$ cat src/rtl/iot_pkg.sv
// Shared definitions for the IoT event arbiter.
// Contents:
//   N_REQ_DEF       default number of device-event requesters
//   MAX_ACTIVE_DEF  default ceiling on the active-device count
//   CNT_W           width of the active-device count
//   state_e         arbiter FSM states
//   event_accepted  accept/reject rule for a single event
package iot_pkg;

  localparam int N_REQ_DEF      = 4;
  localparam int MAX_ACTIVE_DEF = 200;
  localparam int CNT_W          = 8;

  typedef enum logic [1:0] {
    ST_IDLE   = 2'd0,
    ST_ISSUE  = 2'd1,
    ST_SETTLE = 2'd2
  } state_e;

  // An on-event needs headroom below the ceiling; an off-event needs a
  // non-zero count. Together these keep the counter from ever wrapping.
  function automatic logic event_accepted(input logic             on,
                                          input logic [CNT_W-1:0] count,
                                          input logic [CNT_W-1:0] max_active);
    logic ok;
    if (on) begin
      ok = (count < max_active);
    end else begin
      ok = (count != {CNT_W{1'b0}});
    end
    return ok;
  endfunction

endpackage

$ cat src/rtl/iot_event_arbiter_if.sv
// Handshake bundle between the event requesters / active-device counter
// and the arbiter.
// Signals:
//   req, req_on_off  per-requester request and direction (to arbiter)
//   active_count     current active-device count (to arbiter)
//   grant, reject    one-hot one-cycle acknowledges (from arbiter)
//   change, on_off   counter increment/decrement strobe and direction
//   busy             arbiter is not idle
// Modports: slave = arbiter side, master = requester/counter side.
interface iot_event_arbiter_if #(
  parameter int N_REQ = iot_pkg::N_REQ_DEF
) ();
  import iot_pkg::*;

  logic [N_REQ-1:0] req;
  logic [N_REQ-1:0] req_on_off;
  logic [CNT_W-1:0] active_count;
  logic [N_REQ-1:0] grant;
  logic [N_REQ-1:0] reject;
  logic             change;
  logic             on_off;
  logic             busy;

  modport slave (
    input  req, req_on_off, active_count,
    output grant, reject, change, on_off, busy
  );

  modport master (
    output req, req_on_off, active_count,
    input  grant, reject, change, on_off, busy
  );

endinterface

$ cat src/rtl/rr_select.sv
// Combinational round-robin selector.
// Ports:
//   req_i     request vector
//   rr_ptr_i  index where the search starts
//   winner_o  index of the first set request at or after rr_ptr_i (wrapping)
//   valid_o   at least one request is set
module rr_select import iot_pkg::*; #(
  parameter int N_REQ = N_REQ_DEF,
  parameter int IDX_W = (N_REQ > 1) ? $clog2(N_REQ) : 1
) (
  input  logic [N_REQ-1:0] req_i,
  input  logic [IDX_W-1:0] rr_ptr_i,
  output logic [IDX_W-1:0] winner_o,
  output logic             valid_o
);

  int               pos_s;
  logic [IDX_W-1:0] idx_s;

  // Scan from the pointer upward with wrap; the first hit wins.
  always_comb begin
    winner_o = '0;
    valid_o  = 1'b0;
    pos_s    = 0;
    idx_s    = '0;
    for (int i = 0; i < N_REQ; i++) begin
      pos_s = int'(rr_ptr_i) + i;
      if (pos_s >= N_REQ) begin
        pos_s = pos_s - N_REQ;
      end else begin
        pos_s = pos_s;
      end
      idx_s = IDX_W'(pos_s);
      if (!valid_o && req_i[idx_s]) begin
        valid_o  = 1'b1;
        winner_o = idx_s;
      end else begin
        valid_o  = valid_o;
      end
    end
  end

endmodule

$ cat src/rtl/iot_event_arbiter.sv
// Round-robin arbiter for device on/off events feeding an active-device
// counter. One event is decided per IDLE -> ISSUE -> SETTLE pass: the
// decision is taken in IDLE, the ack/strobe appears in ISSUE, and SETTLE
// gives the counter a cycle to update before the next decision.
// Ports:
//   clk  system clock, rising edge
//   rst  synchronous active-high reset
//   bus  iot_event_arbiter_if slave modport (req, req_on_off, active_count
//        in; grant, reject, change, on_off, busy out, all registered)
module iot_event_arbiter import iot_pkg::*; #(
  parameter int N_REQ      = N_REQ_DEF,
  parameter int MAX_ACTIVE = MAX_ACTIVE_DEF
) (
  input  logic                 clk,
  input  logic                 rst,
  iot_event_arbiter_if.slave   bus
);

  localparam int               IDX_W     = (N_REQ > 1) ? $clog2(N_REQ) : 1;
  localparam logic [CNT_W-1:0] MAX_CNT   = CNT_W'(MAX_ACTIVE);
  localparam logic [N_REQ-1:0] ONE_HOT_0 = N_REQ'(1);
  localparam logic [IDX_W-1:0] LAST_IDX  = IDX_W'(N_REQ - 1);

  state_e           state_q;
  logic [IDX_W-1:0] rr_ptr_q;
  logic [N_REQ-1:0] grant_q;
  logic [N_REQ-1:0] reject_q;
  logic             change_q;
  logic             on_off_q;
  logic             busy_q;

  logic [IDX_W-1:0] winner_s;
  logic             valid_s;
  logic             dir_s;
  logic             accept_d;
  logic [N_REQ-1:0] ack_vec_d;
  logic [IDX_W-1:0] rr_ptr_d;

  rr_select #(
    .N_REQ (N_REQ),
    .IDX_W (IDX_W)
  ) u_rr_select (
    .req_i    (bus.req),
    .rr_ptr_i (rr_ptr_q),
    .winner_o (winner_s),
    .valid_o  (valid_s)
  );

  // Decision for the current winner, plus the pointer value after it.
  always_comb begin
    dir_s     = bus.req_on_off[winner_s];
    accept_d  = event_accepted(dir_s, bus.active_count, MAX_CNT);
    ack_vec_d = ONE_HOT_0 << winner_s;
    if (winner_s == LAST_IDX) begin
      rr_ptr_d = '0;
    end else begin
      rr_ptr_d = winner_s + 1'b1;
    end
  end

  // FSM, round-robin pointer and registered outputs. Strobes are loaded on
  // the IDLE->ISSUE edge so they are visible exactly during ISSUE.
  always_ff @(posedge clk) begin
    if (rst) begin
      state_q  <= ST_IDLE;
      rr_ptr_q <= '0;
      grant_q  <= '0;
      reject_q <= '0;
      change_q <= 1'b0;
      on_off_q <= 1'b0;
      busy_q   <= 1'b0;
    end else begin
      grant_q  <= '0;
      reject_q <= '0;
      change_q <= 1'b0;
      on_off_q <= 1'b0;
      case (state_q)
        ST_IDLE: begin
          if (valid_s) begin
            state_q  <= ST_ISSUE;
            rr_ptr_q <= rr_ptr_d;
            busy_q   <= 1'b1;
            if (accept_d) begin
              grant_q  <= ack_vec_d;
              change_q <= 1'b1;
              on_off_q <= dir_s;
            end else begin
              reject_q <= ack_vec_d;
            end
          end else begin
            state_q <= ST_IDLE;
            busy_q  <= 1'b0;
          end
        end
        ST_ISSUE: begin
          state_q <= ST_SETTLE;
          busy_q  <= 1'b1;
        end
        ST_SETTLE: begin
          state_q <= ST_IDLE;
          busy_q  <= 1'b0;
        end
        default: begin
          state_q <= ST_IDLE;
          busy_q  <= 1'b0;
        end
      endcase
    end
  end

  assign bus.grant  = grant_q;
  assign bus.reject = reject_q;
  assign bus.change = change_q;
  assign bus.on_off = on_off_q;
  assign bus.busy   = busy_q;

endmodule

$ cat src/flat_wrapper.sv
// flat-port wrapper written by rule: the top's interface ports become plain ports
module iot_event_arbiter_flat import iot_pkg::*;
#(
  parameter int N_REQ      = N_REQ_DEF,
  parameter int MAX_ACTIVE = MAX_ACTIVE_DEF
)
  (clk, rst, bus_req, bus_req_on_off, bus_active_count, bus_grant, bus_reject, bus_change, bus_on_off, bus_busy);
  iot_event_arbiter_if #(.N_REQ(N_REQ)) bus_i ();
  input  logic clk;
  input  logic rst;
  input wire logic [$bits(bus_i.req)-1:0] bus_req;
  input wire logic [$bits(bus_i.req_on_off)-1:0] bus_req_on_off;
  input wire logic [$bits(bus_i.active_count)-1:0] bus_active_count;
  output wire logic [$bits(bus_i.grant)-1:0] bus_grant;
  output wire logic [$bits(bus_i.reject)-1:0] bus_reject;
  output wire logic [$bits(bus_i.change)-1:0] bus_change;
  output wire logic [$bits(bus_i.on_off)-1:0] bus_on_off;
  output wire logic [$bits(bus_i.busy)-1:0] bus_busy;
  assign bus_i.req = bus_req;
  assign bus_i.req_on_off = bus_req_on_off;
  assign bus_i.active_count = bus_active_count;
  assign bus_grant = bus_i.grant;
  assign bus_reject = bus_i.reject;
  assign bus_change = bus_i.change;
  assign bus_on_off = bus_i.on_off;
  assign bus_busy = bus_i.busy;
  iot_event_arbiter #(.N_REQ(N_REQ), .MAX_ACTIVE(MAX_ACTIVE)) u_core (.clk(clk), .rst(rst), .bus(bus_i));
endmodule
$ cat config.mk
export PLATFORM = sky130hd
export DESIGN_NAME = iot_event_arbiter_flat
export DESIGN_NICKNAME = d
export VERILOG_FILES = /design/src/rtl/iot_pkg.sv /design/src/rtl/iot_event_arbiter_if.sv /design/src/rtl/rr_select.sv /design/src/rtl/iot_event_arbiter.sv /design/src/flat_wrapper.sv
export SDC_FILE = /design/constraint.sdc
export NUM_CORES = 1
export LEC_CHECK = 0
export BUFFER_PORTS_ARGS = -buffer_cell sky130_fd_sc_hd__buf_4
export CORE_MARGIN = 1.5
export CORE_UTILIZATION = 40
export CTS_CLUSTER_DIAMETER = 40
export DETAILED_ROUTE_END_ITERATION = 10
export GPL_TIMING_DRIVEN = 0
export PLACE_DENSITY = 0.72
export SYNTH_ARGS = -nofsm -noshare
export SYNTH_HDL_FRONTEND = slang
export SYNTH_SLANG_ARGS = --single-unit
$ cat constraint.sdc
create_clock -name clk -period 1.9 [get_ports clk]
set_clock_uncertainty 0.15 [all_clocks]
set_input_delay 0.095 -clock clk [delete_from_list [all_inputs] [get_ports clk]]
set_output_delay 0.095 -clock clk [all_outputs]
set_load 0.005 [all_outputs]
==> flow_metrics.env, run 1 <==
export IMPL_syn_instance_count=66
export IMPL_dpl_hpwl_um=954
export IMPL_placed_area_sq_um=885
export IMPL_grt_setup_unrepaired="yes"
export IMPL_worstSetupEndpointType="register"
export IMPL_intPower_mw=0.609
export IMPL_path_cells="o221a_1, nor2_4, nor2_4, inv_2, mux4_2, mux2i_4, and2b_1"
export IMPL_die_area_sq_um=1880
export IMPL_number_of_antenna_violations_at_the_first_check_in_global_routing=0
export IMPL_synth_lib_cells_used_distinct=25
export IMPL_synth_async_reset_ratio=0
export IMPL_slew_limit_headroom=0.357
export IMPL_area_growth_syn_to_layout_pct=61.3
export IMPL_cts_tree="done"
export IMPL_finalMaxSlewViolations=0
export IMPL_sw_frac_of_total=0.288
export IMPL_floorplan_io_pins=29
export IMPL_via_count_of_the_first_global_routing_pass=562
export IMPL_fp_coreArea_sq_um=1510
export IMPL_drt_initial_violations=18
export IMPL_grt_first_pass_wirelength_um=2470
export IMPL_min_from="bus_req[2]"
export IMPL_clkSlewWorstSetupHoldPaths_ns=0.08
export IMPL_setup_viol=10
export IMPL_remaining_drc_errors=0
export IMPL_failed_checks="setup timing"
export IMPL_clkPwrFrac=0.210
export IMPL_antenna_cells=0
export IMPL_clkSinkCount=15
export IMPL_p_comb_frac=0.367
export IMPL_gpl_final_weighted_congestion=0.786
export IMPL_number_of_violations_of_the_max_capacitance_limit=0
export IMPL_viasPerCell=5.09
export IMPL_port_buffer_count=28
export IMPL_seq_power_share=0.422
export IMPL_final_area_sq_um=1050
export IMPL_critical_path_peak_fanout=5
export IMPL_drt_pass1_iterations=4
export IMPL_number_of_buffers_created_by_cts=3
export IMPL_worstSetupStartpointType="register"
export IMPL_critical_path_reg2reg_endpoint="u_core.bus.reject[2]"
export IMPL_outcome="finished with violations"
export IMPL_preCtsSetupSlack_ns=-0.215
export IMPL_min_period_ns=2.15
export IMPL_setup_reg_to_reg_worst_slack_ns=-0.25
export IMPL_cell_count_after_placement=110
export IMPL_instances_no_fill=129
export IMPL_nNetsFinal=136
export IMPL_cts_root_buffer_type="clkbuf_4"
export IMPL_clock_latency_ns=0.28
export IMPL_hold_path_endpoint="u_core.bus.busy"
export IMPL_yosysSeqAreaShare=0.462
export IMPL_h_tree_depth=1
export IMPL_largest_net_degree_at_the_start_of_global_routing=9
export IMPL_detail_route_antenna_nets=0
export IMPL_vdd_drop_max_mv=0.412
export IMPL_whs_path_depth=3
export IMPL_cp_common_cell="nor2_4"
export IMPL_worst_endpoint_required_ns=1.93
export IMPL_timing_critical_path_buf_inv=1
export IMPL_tightest_slew_ns=0.955
export IMPL_final_setup_tns_ns=-1.76
export IMPL_regToRegStartpoint="u_core.rr_ptr_q[0]"
export IMPL_globalRouteOverflowTotal=0
export IMPL_synth_ff_latch_count=15
export IMPL_cts_buffer_depth=2
export IMPL_post_route_utilization=0.697
export IMPL_power_density_cell_area_nw_per_um2=814
export IMPL_syn_nets=88
export IMPL_timing_critical_path_arrival_ns=2.19
export IMPL_final_fill_count=111
export IMPL_cpMaxStageDelayCell="mux4_2"
export IMPL_criticalPathCategory="register to register"
export IMPL_setup_ws_ns=-0.255
export IMPL_die_h_um=43.3
export IMPL_synth_edff_count=0
export IMPL_detail_route_wl_per_cell_um=12.9
export IMPL_period_share=1.13
export IMPL_die_w_um=43.3
export IMPL_yosys_warnings=0
export IMPL_globalRouteTotalUtil=0.185
export IMPL_post_route_cells_drive_above_1_share=0.478
export IMPL_vias=657
export IMPL_power_leakage_nw=0.525
export IMPL_routed_wl_um=1670
export IMPL_cpLargestDelayFamily="multiplexers"
export IMPL_placement_rows=14
export IMPL_synth_ff_type="dfxtp_1"
export IMPL_critical_path_max_stage_delay_ns=0.60
export IMPL_maxClockFrequency_mhz=464
export IMPL_cells_on_worst_reg2reg_path=7
export IMPL_hold_class="primary input to register"
export IMPL_initial_utilization=0.432
export IMPL_netlist_area_sq_um=651
export IMPL_final_report_hold_violation_count=0
export IMPL_p_sw_mw=0.246
export IMPL_syn_mean_instance_area_sq_um=9.86
## worst max path at each step
stage                                 endpoint  cells past startpoint                from  slack [ns]
after floorplan           u_core.bus.reject[0]                      7  u_core.rr_ptr_q[0]       -0.12
after global placement    u_core.bus.reject[2]                      7  u_core.rr_ptr_q[0]       -0.20
after detailed placement  u_core.bus.reject[2]                      7  u_core.rr_ptr_q[0]       -0.21
after CTS                 u_core.bus.reject[2]                      7  u_core.rr_ptr_q[0]       -0.22
after global routing      u_core.bus.reject[2]                      7  u_core.rr_ptr_q[0]       -0.28
final                     u_core.bus.reject[2]                      7  u_core.rr_ptr_q[0]       -0.25
## registers in the layout, summed over array words and instances (netlist names)
name / flops
u_core.rr_ptr_q: 2
u_core.state_q: 2
u_core.bus.grant: 4
u_core.bus.busy: 1
u_core.bus.reject: 4
u_core.bus.on_off: 1
u_core.bus.change: 1
## cells in the final DEF (no fill, tap or decap), types with 3 or more instances in the layout
| cell type | n |
|---|---|
| buf_4 | 41 |
| dfxtp_1 | 13 |
| nor2_1 | 8 |
| inv_1 | 5 |
| nand2_1 | 5 |
| and2b_1 | 4 |
| ha_1 | 4 |
| clkbuf_4 | 3 |
## worst reg2reg max path, cell delays in order (launching register included)
cell,delay [ns]
dfxtp_2,0.34
o221a_1,0.27
nor2_4,0.13
nor2_4,0.06
inv_2,0.07
mux4_2,0.60
mux2i_4,0.25
and2b_1,0.18
## synthesized netlist by cell type, types with 2 or more instances
cell / n / share of area
dfxtp_1: 15 / 0.46
nor2_1: 9 / 0.052
inv_1: 5 / 0.029
nand2_1: 5 / 0.029
and2b_1: 4 / 0.046
ha_1: 4 / 0.077
a21oi_1: 2 / 0.015
nor2b_1: 2 / 0.019
nor3_1: 2 / 0.015
nor4_1: 2 / 0.019
or3_1: 2 / 0.019
## timing repair
action,CTS,global route
hold buffers,1,0
resized for setup,0,4
hold endpoints to repair,5,0
pin swaps,4,2
endpoints found under the setup margin,10,10
cloned,1,0
buffers inserted,11,2
## per-layer routing
layer,GRT usage,vias to the layer above,wire [um]
li1,-,318,-
met1,0.213,292,699
met2,0.316,42,834
met3,0.0250,5,105
met4,0.127,0,29
met5,0,-,0
## logic make-up (layout without fill, tap and decap cells)
family                     Yosys count  count (layout)  synth area share
and+or+nand+nor                     31              31             0.262
DFF                                 15              15             0.462
AOI/OAI and AO/OA                    7               7            0.0808
buffers and inverters                6              52            0.0346
adders and majority gates            4               4            0.0769
muxes                                3               4            0.0846
## stage by stage
step | power (mW) | hold WS, ns
4_1_cts | 0.807 | 0.0771
3_5_place_dp | 0.552 | 0.139
3_3_place_gp | 0.545 | 0.136
2_1_floorplan | 0.478 | 0.00665
6_report | 0.854 | 0.0769
5_1_grt | 0.889 | 0.134
## final cells by class
| type | count | area [sq um] | share of cell area |
|---|---|---|---|
| multi-input cells | 46 | 360 | 0.343 |
| repair buffers | 42 | 318 | 0.303 |
| flip-flops and latches | 15 | 303 | 0.288 |
| clock buffers | 4 | 26.3 | 0.0250 |
| inverters | 6 | 22.5 | 0.0215 |
| well taps | 16 | 20.0 | 0.0191 |
## power groups by stage
stage	sequential [mW]	clock, mW	combinational (mW)
finish	0.361	0.179	0.314
floorplan	0.365	0	0.112
global placement	0.366	0	0.179
CTS	0.359	0.180	0.269
global route	0.363	0.196	0.330
detailed placement	0.367	0	0.185
(Power assumes the default switching activity.)
==> run 2: changes to the inputs <==
--- a/config.mk
+++ b/config.mk
@@ -7,11 +7,11 @@
 export LEC_CHECK = 0
 export BUFFER_PORTS_ARGS = -buffer_cell sky130_fd_sc_hd__buf_4
 export CORE_MARGIN = 1.5
-export CORE_UTILIZATION = 40
+export CORE_UTILIZATION = 44
 export CTS_CLUSTER_DIAMETER = 40
 export DETAILED_ROUTE_END_ITERATION = 10
 export GPL_TIMING_DRIVEN = 0
-export PLACE_DENSITY = 0.72
+export PLACE_DENSITY = 0.75
 export SYNTH_ARGS = -nofsm -noshare
 export SYNTH_HDL_FRONTEND = slang
 export SYNTH_SLANG_ARGS = --single-unit
==> constraint.sdc (replaced) <==
create_clock -name clk -period 2.2 [get_ports clk]
set_clock_uncertainty 0.15 [all_clocks]
set_input_delay 0.11 -clock clk [delete_from_list [all_inputs] [get_ports clk]]
set_output_delay 0.11 -clock clk [all_outputs]
set_load 0.005 [all_outputs]
==> flow_metrics.env, run 2 (synthesized netlist as in run 1, its figures left out) <==
export IMPL_outcome="complete, no violations"
export IMPL_initial_utilization=0.488
export IMPL_setup_reg_to_reg_worst_slack_ns=0.1
export IMPL_criticalPathCategory="register to register"
export IMPL_floorplan_io_pins=29
export IMPL_layout_cells_most_common_list="buf_4 (32), dfxtp_1 (14), nor2_1 (8)"
export IMPL_clkSinkCount=15
export IMPL_critical_path_peak_fanout=5
export IMPL_antenna_cells=0
export IMPL_detail_route_antenna_nets=0
export IMPL_highest_layer="met4"
export IMPL_cts_buffer_depth=2
export IMPL_gpl_final_weighted_congestion=0.846
export IMPL_cts_tree="done"
export IMPL_final_setup_tns_ns=0
export IMPL_power_leakage_nw=0.483
export IMPL_drt_initial_violations=6
export IMPL_nNetsFinal=127
export IMPL_clkSlewWorstSetupHoldPaths_ns=0.08
export IMPL_worstSetupEndpointType="register"
export IMPL_minimum_hold_slack_ns=0.102
export IMPL_remaining_drc_errors=0
export IMPL_instances_no_fill=119
export IMPL_final_seq_area_sq_um=302
export IMPL_hold_path_endpoint="u_core.bus.busy"
export IMPL_area_of_combinational_cells_with_multiple_inputs_sq_um=352
export IMPL_whs_path_depth=3
export IMPL_h_tree_depth=1
export IMPL_hold_class="primary input to register"
export IMPL_worst_endpoint_required_ns=2.22
export IMPL_layout_cells_most_common="buf_4"
export IMPL_regToRegStartpoint="u_core.rr_ptr_q[0]"
export IMPL_number_of_antenna_violations_at_the_first_check_in_global_routing=0
export IMPL_maxClockFrequency_mhz=475
export IMPL_die_w_um=41.5
export IMPL_clock_latency_ns=0.28
export IMPL_vdd_drop_max_mv=0.305
export IMPL_drt_pass1_iterations=3
export IMPL_final_report_hold_violation_count=0
export IMPL_routedLengthMet1_um=608
export IMPL_dpl_hpwl_um=1010
export IMPL_min_period_ns=2.10
export IMPL_setup_viol=0
export IMPL_cells_on_worst_reg2reg_path=7
export IMPL_grt_setup_unrepaired="no"
export IMPL_slew_limit_headroom=0.363
export IMPL_finalMaxSlewViolations=0
export IMPL_post_route_cells_drive_above_1_share=0.423
export IMPL_met2_wirelength_um=666
export IMPL_period_share=0.956
export IMPL_detail_route_wl_per_cell_um=11.8
export IMPL_power_density_cell_area_nw_per_um2=676
export IMPL_worstSetupStartpointType="register"
export IMPL_die_h_um=41.5
export IMPL_number_of_violations_of_the_max_capacitance_limit=0
export IMPL_final_fill_count=121
export IMPL_routed_wl_um=1400
export IMPL_die_area_sq_um=1720
export IMPL_cts_root_buffer_type="clkbuf_4"
export IMPL_timing_critical_path_arrival_ns=2.13
export IMPL_port_buffer_count=28
export IMPL_placement_rows=13
export IMPL_tightest_slew_ns=0.947
export IMPL_critical_path_reg2reg_endpoint="u_core.bus.reject[3]"
export IMPL_number_of_buffers_created_by_cts=3
export IMPL_min_from="bus_req[2]"
export IMPL_fp_coreArea_sq_um=1330
export IMPL_area_growth_syn_to_layout_pct=49.2
export IMPL_cell_count_after_placement=109
export IMPL_grt_first_pass_wirelength_um=2240
export IMPL_met3_length_um=86
export IMPL_globalRouteOverflowTotal=0
export IMPL_via_count_of_the_first_global_routing_pass=519
export IMPL_globalRouteTotalUtil=0.176
export IMPL_vias=592
export IMPL_viasPerCell=4.97
export IMPL_largest_net_degree_at_the_start_of_global_routing=10
run 2: cell count changes in the layout (fill, tap and decap cells not counted):
cell and change:
buf_4 -9, dfxtp_1 +1, dfxtp_2 -1, mux2i_2 +1, mux2i_4 -1
run 2: routing by layer:
metal  vias up  track usage
li1        305            -
met1       260        0.189
met2        23        0.303
met5         -            0
met3         4       0.0435
met4         0        0.116
run 2: area by class of cell:
| cell class | count | area share |
|---|---|---|
| multi-input combinational | 46 | 0.362 |
| sequential | 15 | 0.311 |
| timing repair buffer | 33 | 0.258 |
| clock buffer | 4 | 0.0271 |
| inverter | 6 | 0.0232 |
| tap | 15 | 0.0193 |
run 2: worst max-delay path: stages (launching register included):
cell and delay, ns:
dfxtp_2 0.35, o221a_1 0.27, nor2_4 0.14, nor2_4 0.05
inv_2 0.07, mux4_2 0.57, mux2i_4 0.23, and2b_1 0.17
run 2: how the worst max path moves through the flow:
stage                       startpoint                   end  slack [ns]
CTS                 u_core.rr_ptr_q[0]  u_core.bus.reject[0]        0.05
detailed placement  u_core.rr_ptr_q[0]  u_core.bus.reject[0]       0.009
finish              u_core.rr_ptr_q[0]  u_core.bus.reject[3]         0.1
global route        u_core.rr_ptr_q[0]  u_core.bus.reject[3]       0.006
global placement    u_core.rr_ptr_q[0]  u_core.bus.reject[2]        0.02
floorplan           u_core.rr_ptr_q[0]  u_core.bus.reject[0]        0.13
run 2: where the power goes:
group / total (mW) / switching, mW / internal, mW / leakage (nW)
registers: 0.312 / 0.0170 / 0.295 / 0.123
logic: 0.193 / 0.0831 / 0.110 / 0.345
clock network: 0.151 / 0.0811 / 0.0703 / 0.0150
run 2: repair_timing:
item / CTS / global route
endpoints found under the hold margin: 5 / 0
cloned: 0 / 1
endpoints found under the setup margin: 2 / 9
pin swaps: 0 / 2
setup buffers: 0 / 4
gates resized for setup: 1 / 3
hold buffers: 1 / 0
run 2: through the flow:
| step | cell area [sq um] | setup WS [ns] | util | total power, mW |
|---|---|---|---|---|
| 5_1_grt | 971 | 0.00593 | 0.728 | 0.696 |
| 6_report | 971 | 0.0963 | 0.728 | 0.657 |
| 3_3_place_gp | 880 | 0.0202 | 0.659 | 0.468 |
| 2_1_floorplan | 651 | 0.132 | - | 0.410 |
| 3_5_place_dp | 880 | 0.00876 | 0.659 | 0.473 |
| 4_1_cts | 918 | 0.0451 | 0.689 | 0.625 |
